## src/rtl/issue_unit.sv

```systemverilog
// -----------------------------------------------------------------------------
// issue_unit
// In-order issue stage between an instruction queue and the execute stage.
// Pops the queue head when its source registers are free, resolves the
// destination register, tracks in-flight writers in a pending-register
// scoreboard and presents the issued instruction on a valid/ready handshake.
//
// Optional feature macro: ISSUE_STALL_CNT_EN
//   defined   -> iu_o_stall_cnt counts cycles spent in STALL (saturating)
//   undefined -> iu_o_stall_cnt is tied to 0 and no counter register exists
//
// Ports
//   iu_clk, iu_rst            clock, async active-low reset
//   iu_i_empty                queue empty flag (head fields valid when 0)
//   iu_i_pc/opcode/imm        queue head fields
//   iu_i_addr_rs/rt/rd        queue head register addresses
//   iu_i_reg_dst/reg_write/jal queue head control bits
//   iu_o_re                   queue pop strobe (combinational)
//   iu_o_valid, iu_i_ready    handshake toward execute
//   iu_o_pc/opcode/imm/addr_rs/addr_rt, iu_o_dest, iu_o_wen  issued instruction
//   iu_i_wb_en, iu_i_wb_addr  writeback, clears a pending bit
//   iu_i_flush                squash issued and pending state
//   iu_o_stall_cnt            saturating hazard stall cycle count
// -----------------------------------------------------------------------------
module issue_unit (
  input  logic        iu_clk,
  input  logic        iu_rst,
  input  logic        iu_i_empty,
  input  logic [31:0] iu_i_pc,
  input  logic [5:0]  iu_i_opcode,
  input  logic [15:0] iu_i_imm,
  input  logic [4:0]  iu_i_addr_rs,
  input  logic [4:0]  iu_i_addr_rt,
  input  logic [4:0]  iu_i_addr_rd,
  input  logic        iu_i_reg_dst,
  input  logic        iu_i_reg_write,
  input  logic        iu_i_jal,
  output logic        iu_o_re,
  output logic        iu_o_valid,
  input  logic        iu_i_ready,
  output logic [31:0] iu_o_pc,
  output logic [5:0]  iu_o_opcode,
  output logic [15:0] iu_o_imm,
  output logic [4:0]  iu_o_addr_rs,
  output logic [4:0]  iu_o_addr_rt,
  output logic [4:0]  iu_o_dest,
  output logic        iu_o_wen,
  input  logic        iu_i_wb_en,
  input  logic [4:0]  iu_i_wb_addr,
  input  logic        iu_i_flush,
  output logic [15:0] iu_o_stall_cnt
);

  typedef enum logic [1:0] {
    ST_RUN   = 2'd0,
    ST_STALL = 2'd1,
    ST_FLUSH = 2'd2
  } state_t;

  state_t      r_state;
  logic [31:0] r_pending;
  logic        r_valid;
  logic [31:0] r_pc;
  logic [5:0]  r_opcode;
  logic [15:0] r_imm;
  logic [4:0]  r_addr_rs;
  logic [4:0]  r_addr_rt;
  logic [4:0]  r_dest;
  logic        r_wen;

  logic [4:0]  w_dest;
  logic        w_wen;
  logic        w_hazard;
  logic        w_pop;
  logic [31:0] w_set_mask;
  logic [31:0] w_clr_mask;
  logic [31:0] w_pending_nxt;

  // Destination resolution for the queue head.
  always_comb begin
    w_dest = 5'd0;
    if (iu_i_jal) begin
      w_dest = 5'd31;
    end else if (iu_i_reg_dst) begin
      w_dest = iu_i_addr_rd;
    end else begin
      w_dest = iu_i_addr_rt;
    end
    w_wen = iu_i_reg_write & (w_dest != 5'd0);
  end

  // RAW hazard on the head; register 0 is excluded explicitly as well as by the
  // scoreboard never holding bit 0.
  always_comb begin
    w_hazard = 1'b0;
    if (!iu_i_empty) begin
      w_hazard = ((iu_i_addr_rs != 5'd0) && r_pending[iu_i_addr_rs]) ||
                 ((iu_i_addr_rt != 5'd0) && r_pending[iu_i_addr_rt]);
    end else begin
      w_hazard = 1'b0;
    end
  end

  // Pop strobe; gated by reset so nothing is consumed while held in reset.
  always_comb begin
    w_pop = iu_rst & (r_state == ST_RUN) & ~iu_i_empty & ~w_hazard &
            (~r_valid | iu_i_ready) & ~iu_i_flush;
  end

  // Scoreboard next value: set is applied after clear so an issue to the same
  // register as a writeback keeps the bit set. Writebacks in FLUSH are dropped.
  always_comb begin
    w_clr_mask = 32'd0;
    w_set_mask = 32'd0;
    if (iu_i_wb_en && (iu_i_wb_addr != 5'd0) && (r_state != ST_FLUSH)) begin
      w_clr_mask[iu_i_wb_addr] = 1'b1;
    end else begin
      w_clr_mask = 32'd0;
    end
    if (w_pop && w_wen) begin
      w_set_mask[w_dest] = 1'b1;
    end else begin
      w_set_mask = 32'd0;
    end
    w_pending_nxt = ((r_pending & ~w_clr_mask) | w_set_mask) & 32'hFFFF_FFFE;
  end

  // Issue FSM.
  always_ff @(posedge iu_clk or negedge iu_rst) begin
    if (!iu_rst) begin
      r_state <= ST_RUN;
    end else if (iu_i_flush) begin
      r_state <= ST_FLUSH;
    end else begin
      case (r_state)
        ST_RUN:   r_state <= w_hazard ? ST_STALL : ST_RUN;
        ST_STALL: r_state <= w_hazard ? ST_STALL : ST_RUN;
        ST_FLUSH: r_state <= ST_RUN;
        default:  r_state <= ST_RUN;
      endcase
    end
  end

  // Pending-register scoreboard.
  always_ff @(posedge iu_clk or negedge iu_rst) begin
    if (!iu_rst) begin
      r_pending <= 32'd0;
    end else if (iu_i_flush) begin
      r_pending <= 32'd0;
    end else begin
      r_pending <= w_pending_nxt;
    end
  end

  // Issued-instruction register: load on pop, retire on handshake, squash on flush.
  always_ff @(posedge iu_clk or negedge iu_rst) begin
    if (!iu_rst) begin
      r_valid   <= 1'b0;
      r_pc      <= 32'd0;
      r_opcode  <= 6'd0;
      r_imm     <= 16'd0;
      r_addr_rs <= 5'd0;
      r_addr_rt <= 5'd0;
      r_dest    <= 5'd0;
      r_wen     <= 1'b0;
    end else if (iu_i_flush) begin
      r_valid <= 1'b0;
    end else if (w_pop) begin
      r_valid   <= 1'b1;
      r_pc      <= iu_i_pc;
      r_opcode  <= iu_i_opcode;
      r_imm     <= iu_i_imm;
      r_addr_rs <= iu_i_addr_rs;
      r_addr_rt <= iu_i_addr_rt;
      r_dest    <= w_dest;
      r_wen     <= w_wen;
    end else if (r_valid && iu_i_ready) begin
      r_valid <= 1'b0;
    end
  end

`ifdef ISSUE_STALL_CNT_EN
  logic [15:0] r_stall_cnt;

  // Saturating count of cycles spent in STALL; only reset clears it.
  always_ff @(posedge iu_clk or negedge iu_rst) begin
    if (!iu_rst) begin
      r_stall_cnt <= 16'd0;
    end else if ((r_state == ST_STALL) && (r_stall_cnt != 16'hFFFF)) begin
      r_stall_cnt <= r_stall_cnt + 16'd1;
    end
  end

  assign iu_o_stall_cnt = r_stall_cnt;
`else
  assign iu_o_stall_cnt = 16'd0;
`endif

  assign iu_o_re      = w_pop;
  assign iu_o_valid   = r_valid;
  assign iu_o_pc      = r_pc;
  assign iu_o_opcode  = r_opcode;
  assign iu_o_imm     = r_imm;
  assign iu_o_addr_rs = r_addr_rs;
  assign iu_o_addr_rt = r_addr_rt;
  assign iu_o_dest    = r_dest;
  assign iu_o_wen     = r_wen;

endmodule

```

## config.mk

```make
export PLATFORM = sky130hd
export DESIGN_NAME = issue_unit
export DESIGN_NICKNAME = d
export VERILOG_FILES = /design/src/rtl/issue_unit.sv
export SDC_FILE = /design/constraint.sdc
export NUM_CORES = 1
export LEC_CHECK = 0
export ABC_AREA = 1
export CAP_MARGIN = 10
export CORE_MARGIN = 5
export CORE_UTILIZATION = 49
export CTS_BUF_LIST = sky130_fd_sc_hd__clkbuf_2
export CTS_CLUSTER_DIAMETER = 120
export DETAILED_ROUTE_END_ITERATION = 16
export MAX_ROUTING_LAYER = met4
export PLACE_DENSITY = 0.86
export SLEW_MARGIN = 0
export SYNTH_ARGS = -nofsm -noshare
export SYNTH_HDL_FRONTEND = slang
export SYNTH_SLANG_ARGS = --single-unit
```

## constraint.sdc

```tcl
create_clock -name iu_clk -period 5.25 [get_ports iu_clk]
set_input_delay 1.575 -clock iu_clk [delete_from_list [all_inputs] [get_ports iu_clk]]
set_output_delay 1.575 -clock iu_clk [all_outputs]
set_load 0.005 [all_outputs]
```

Word-level counts from Yosys, hierarchy flattened
Index checks and enable logic that the tools add are counted.

storage, ports and cells
  register bits = 105
  bits in latches = 0
  memory bits (writable) = 0
  memory bits (read-only) = 0
  input bits = 83
  output and inout bits = 88
  logic and storage cells = 69
  memories kept = 0

cells by class
  add/sub/neg operators = 0
  multipliers = 0
  divide/modulo/power cells = 0
  $lt $le $gt $ge = 6
  equality and inequality tests = 2
  shifts and indexed selects = 0
  multiplexer cells = 20
  bitwise gates (word level) = 14
  reductions and logical operators = 17

operator list
  kind                                                                   count
  32-bit 2-to-1 mux                                                      3
  32-bit AND                                                             1
  32-bit NOT                                                             1
  32-bit bitwise OR                                                      1
  5-bit by 6-bit < comparator with 1-bit output, second input constant   4
  5-bit nonzero test                                                     4
  1-bit binary-select mux with 5-bit select                              2
  1-bit demux with 5-bit select                                          2
  5-bit by 1-bit >= comparator with 1-bit output, second input constant  2
  1-bit 2-to-1 mux                                                       10
  5-bit 2-to-1 mux                                                       2
  1-bit logical AND                                                      8
  1-bit AND                                                              6
  1-bit NOT                                                              4
  3-bit nonzero test                                                     1
  2-bit by 1-bit == test with 1-bit output, second input constant        1
  2-bit logical NOT                                                      1
  2-bit 2-to-1 mux                                                       1
  2-bit inequality test, second input constant                           1
  2-bit AND reduction                                                    1
  2-bit OR reduction                                                     1
  1-bit logical OR                                                       1
  1-bit bitwise OR                                                       1

Logic depth before layout (Yosys ltp)
  depth after elaboration = 13
  depth in mapped cells = 20
  gate-level depth less buffers = 16

Least setup slack after synthesis
No wires, ideal clock.

  path type = input to output
  start point = input iu_i_addr_rs[0]
  end point = output iu_o_re
  arrival time = 3,067 ps
  data required time = 3,675 ps
  path slack = 608 ps
  cell stages on the path = 17
  path buffers = 4
  cell sequence = buf_4 inv_2 buf_6 nand2_1 nand3_1 nand2_1 nand2_1 nand2_1 inv_1 nand2_1 nand2_1 nand2_1 nor2_2 nand2_1 nor3_4 buf_4 buf_2

between the ends
  word-level cells in the longest chain between the ends = 9
  elaborated cells between the ends (all ways) = 10
  those cells by class = mux: 3; bitwise: 4; reduce/logical: 3

RTL lines
  what                                       RTL line  RTL
  from (decl)                                32        input logic [4:0] iu_i_addr_rs,
  1-bit binary-select mux with 5-bit select  97        w_hazard = ((iu_i_addr_rs != 5'd0) && r_pending[iu_i_addr_rs]) ||
  1-bit 2-to-1 mux (implied by the code)     97
  1-bit logical AND (*)                      97
  1-bit logical OR (*)                       97
  1-bit 2-to-1 mux (*)                       96        if (!iu_i_empty) begin
  1-bit NOT (*)                              106       w_pop = iu_rst & (r_state == ST_RUN) & ~iu_i_empty & ~w_hazard &
  1-bit AND (*) (2 in series)                106
  1-bit AND (*)                              107       (~r_valid | iu_i_ready) & ~iu_i_flush;
  to (decl)                                  38        output logic iu_o_re,

Every way passes the cells marked *; elsewhere a longest branch is shown, timed or not. The select of a mux whose other input is x is not followed.

Final worst setup path
Ends and elaborated chain as after synthesis.

==> impl_metrics.yaml <==
sta:
  finalCritPeriodShare_pct: 96.3
  rsz0062_at_grt: "no"
  fmax_mhz: 198
  finalSetupViolations: 0
  worst_pin_slew_ps: 1050
  skew_ps: 48.0
  fin_ws_ps: 196
  slew_viol_final: 0
  finalHoldViolCount: 0
  final.min_clock_period_ps: 5050
  relSlewSlack_pct: 29.3
worst_setup_path:
  critical_path_class: "primary input to output port"
  cp_slowest_stage_delay_ps: 550
  cp.arrival_ps: 3480
  cpMaxStageDelayCell: "clkdlybuf4s50_1"
  crit_required_ps: 3680
  critPathCaptureType: "output port"
  worstPathCellList: "clkdlybuf4s50_1 > buf_4 > nor2_1 > a21oi_1 > nand3_1 > nand3_1 > nand2_1 > nand2_1 > nand2_1 > nor2_2 > nand2_1 > nor3_4 > clkbuf_2"
  crit_path_start_kind: "primary input"
  r2r_setup_slack_ps: 2190
  critPathMaxFanout: 8
  crit_path_frequent_cell: "nand2_1"
global_route:
  grt_pass1_vias: 5044
  grt_max_degree: 106
  grt_pass1_wl_um: 24900
  antenna_found_initial: 1
  grt_use_met2_pct: 38.0
  busiest_layer: "met2"
  overflow: 0
  grt.met1_usage_pct: 32.4
  grtUsageMet3_pct: 5.17
  grt.total_usage_pct: 24.1
layout:
  synthToLayoutAreaGrowth_pct: 32.4
  drive_gt1_share_pct: 4.80
  nNetsFinal: 1016
  post-route-cell-area_mm2: 0.00729
  final_cell_mix: "nand2_1, clkdlybuf4s50_1, inv_1, nor2_1, dfrtp_1"
  final_common_cell: "nand2_1"
  final_cell_count_no_fill: 1079
  fillers: 969
synth:
  ys_seq_area_share_pct: 47.3
  synth_area_mm2: 0.00551
  syn_inst: 778
  ys.flop_type: "dfrtp_1"
  synth-xor-area-share_pct: 0
  synth_compound_area_share_pct: 10.3
  muxShareOfSynthArea_pct: 0
  synthSimpleGateAreaFrac_pct: 27.7
  avgSynthCellArea_um2: 7.08
  synth_top_family_by_area: "simple AND/OR/NAND/NOR gates"
  ys_warn_count: 0
  synth-edff-count: 0
  ys_types: 22
  synth-seq-cells: 104
  asyncSetResetFlopFracSynth_pct: 100
  synthAdderAreaFrac_pct: 0
floorplanning:
  ios: 171
  start_util_pct: 50.4
  die_w_um: 116
  placementRows: 38
  fp.dieH_um: 116
  fp.coreArea_mm2: 0.0109
  dieArea_mm2: 0.0135
route:
  routed_via_density: 4.92
  drtIter0Drc: 432
  wl_per_cell_um: 14.1
  vias: 5313
  drt_wl_total_um: 15300
  drc: 0
  drtPass1Iterations: 5
  ant_nets: 0
clocking:
  cts_tree: "built"
  cts_setup_buffers: 0
  clock_latency_ps: 590
  htreeDepth: 3
  clk_pin_slew_ps: 310
  hold_buffers: 0
  cts-root-buf: "clkbuf_2"
  cts_buffer_depth: 2
  clock-sinks: 104
  numCtsBuffers: 9
status:
  status: "finished, final reports clean"
run:
  max_cap_viol_count: 0
placement:
  gp_congestion: 0.938
  io_buffers: 154
  dp_hpwl_um: 11600
  dpl.cell_count: 1062
  pre_cts_slack_ps: -192
  dpl_cell_area_mm2: 0.00717
pwr:
  p_leak_nw: 3.51
  power_density_mw_per_mm2: 315
  peakVddDrop_mv: 0.230
hold_path:
  hold_class: "flip-flop to flip-flop"
## where the power goes
part / switching (W) / internal [W]
Clock: 0.000298 / 0.0000786
Sequential: 0.000105 / 0.000995
Combinational: 0.000322 / 0.000499
Total: 0.000726 / 0.00157
## logic make-up (layout without fill, tap and decap cells)
kind of cell    after synthesis  count (layout)
buf+inv                     179             324
simple gates                383             383
other cells                   1              17
compound gates              111             111
flops                       104             104
## Yosys cell counts, types with 3 or more instances
| cell | instances | area, um2 |
|---|---|---|
| a21boi_0 | 3 | 22.5 |
| a21oi_1 | 27 | 135 |
| a31oi_1 | 4 | 25.0 |
| buf_2 | 9 | 45.0 |
| buf_4 | 31 | 233 |
| clkbuf_1 | 6 | 22.5 |
| dfrtp_1 | 104 | 2600 |
| inv_1 | 129 | 484 |
| inv_2 | 3 | 11.3 |
| nand2_1 | 208 | 781 |
| nand3_1 | 37 | 185 |
| nor2_1 | 120 | 450 |
| nor3_1 | 13 | 65.1 |
| o21ai_0 | 11 | 55.1 |
| o21ai_1 | 66 | 330 |
## metrics by stage
stage               setup TNS, ps  util (%)  total power, W  hold WS (ps)
global route                    0      66.7         0.00245           478
global placement             -140      65.6         0.00192           412
floorplan                       0         -         0.00138           410
CTS                             0      66.6         0.00232           454
finish                          0      66.7         0.00230           451
detailed placement           -192      65.6         0.00194           426
## routing by layer
| layer | part of all wire, % | vias to the layer above |
|---|---|---|
| met4 | 1.6 | 0 |
| met1 | 42 | 2440 |
| li1 | - | 2641 |
| met3 | 9.0 | 19 |
| met5 | 0 | - |
| met2 | 47 | 213 |
## registers in the layout, summed over array words and instances (netlist names)
signal        flops
r_pending        31
iu_o_valid        1
iu_o_addr_rt      5
r_state           2
iu_o_addr_rs      5
iu_o_imm         16
iu_o_opcode       6
iu_o_pc          32
iu_o_wen          1
iu_o_dest         5
## area by class of cell
cell class | count | area [um2] | share of cell area, %
clock inverters | 7 | 75.1 | 1.03
flip-flops and latches | 104 | 2600 | 35.7
inverters | 132 | 498 | 6.83
diodes | 1 | 2.50 | 0.0343
clock buffers | 9 | 45.0 | 0.618
repair buffers | 176 | 1740 | 23.9
well taps | 140 | 175 | 2.40
multi-input cells | 510 | 2150 | 29.5
## repair_timing
item / CTS / global route
resized for setup: 1 / 4
endpoints found under the setup margin: 1 / 1
pin swaps: 0 / 0
## path summary, 6_finish.rpt
path,start,depth (start not counted),end
max,iu_i_addr_rs[0],13,iu_o_re
min,r_state[1],1,r_state[0]
max reg2reg,r_pending[19],17,iu_o_addr_rs[2]
min reg2reg,r_state[1],1,r_state[0]
max in group asynchronous,iu_rst,3,r_pending[8]
min in group asynchronous,iu_rst,2,iu_o_pc[20]
## critical path: cells and delay by family
| kind | cells | cell delay, ps |
|---|---|---|
| buffers and inverters | 3 | 910 |
| AND/OR/NAND/NOR | 9 | 860 |
| AO/OA/AOI/OAI | 1 | 130 |
Note: power is estimated with default switching activity, not from simulation.
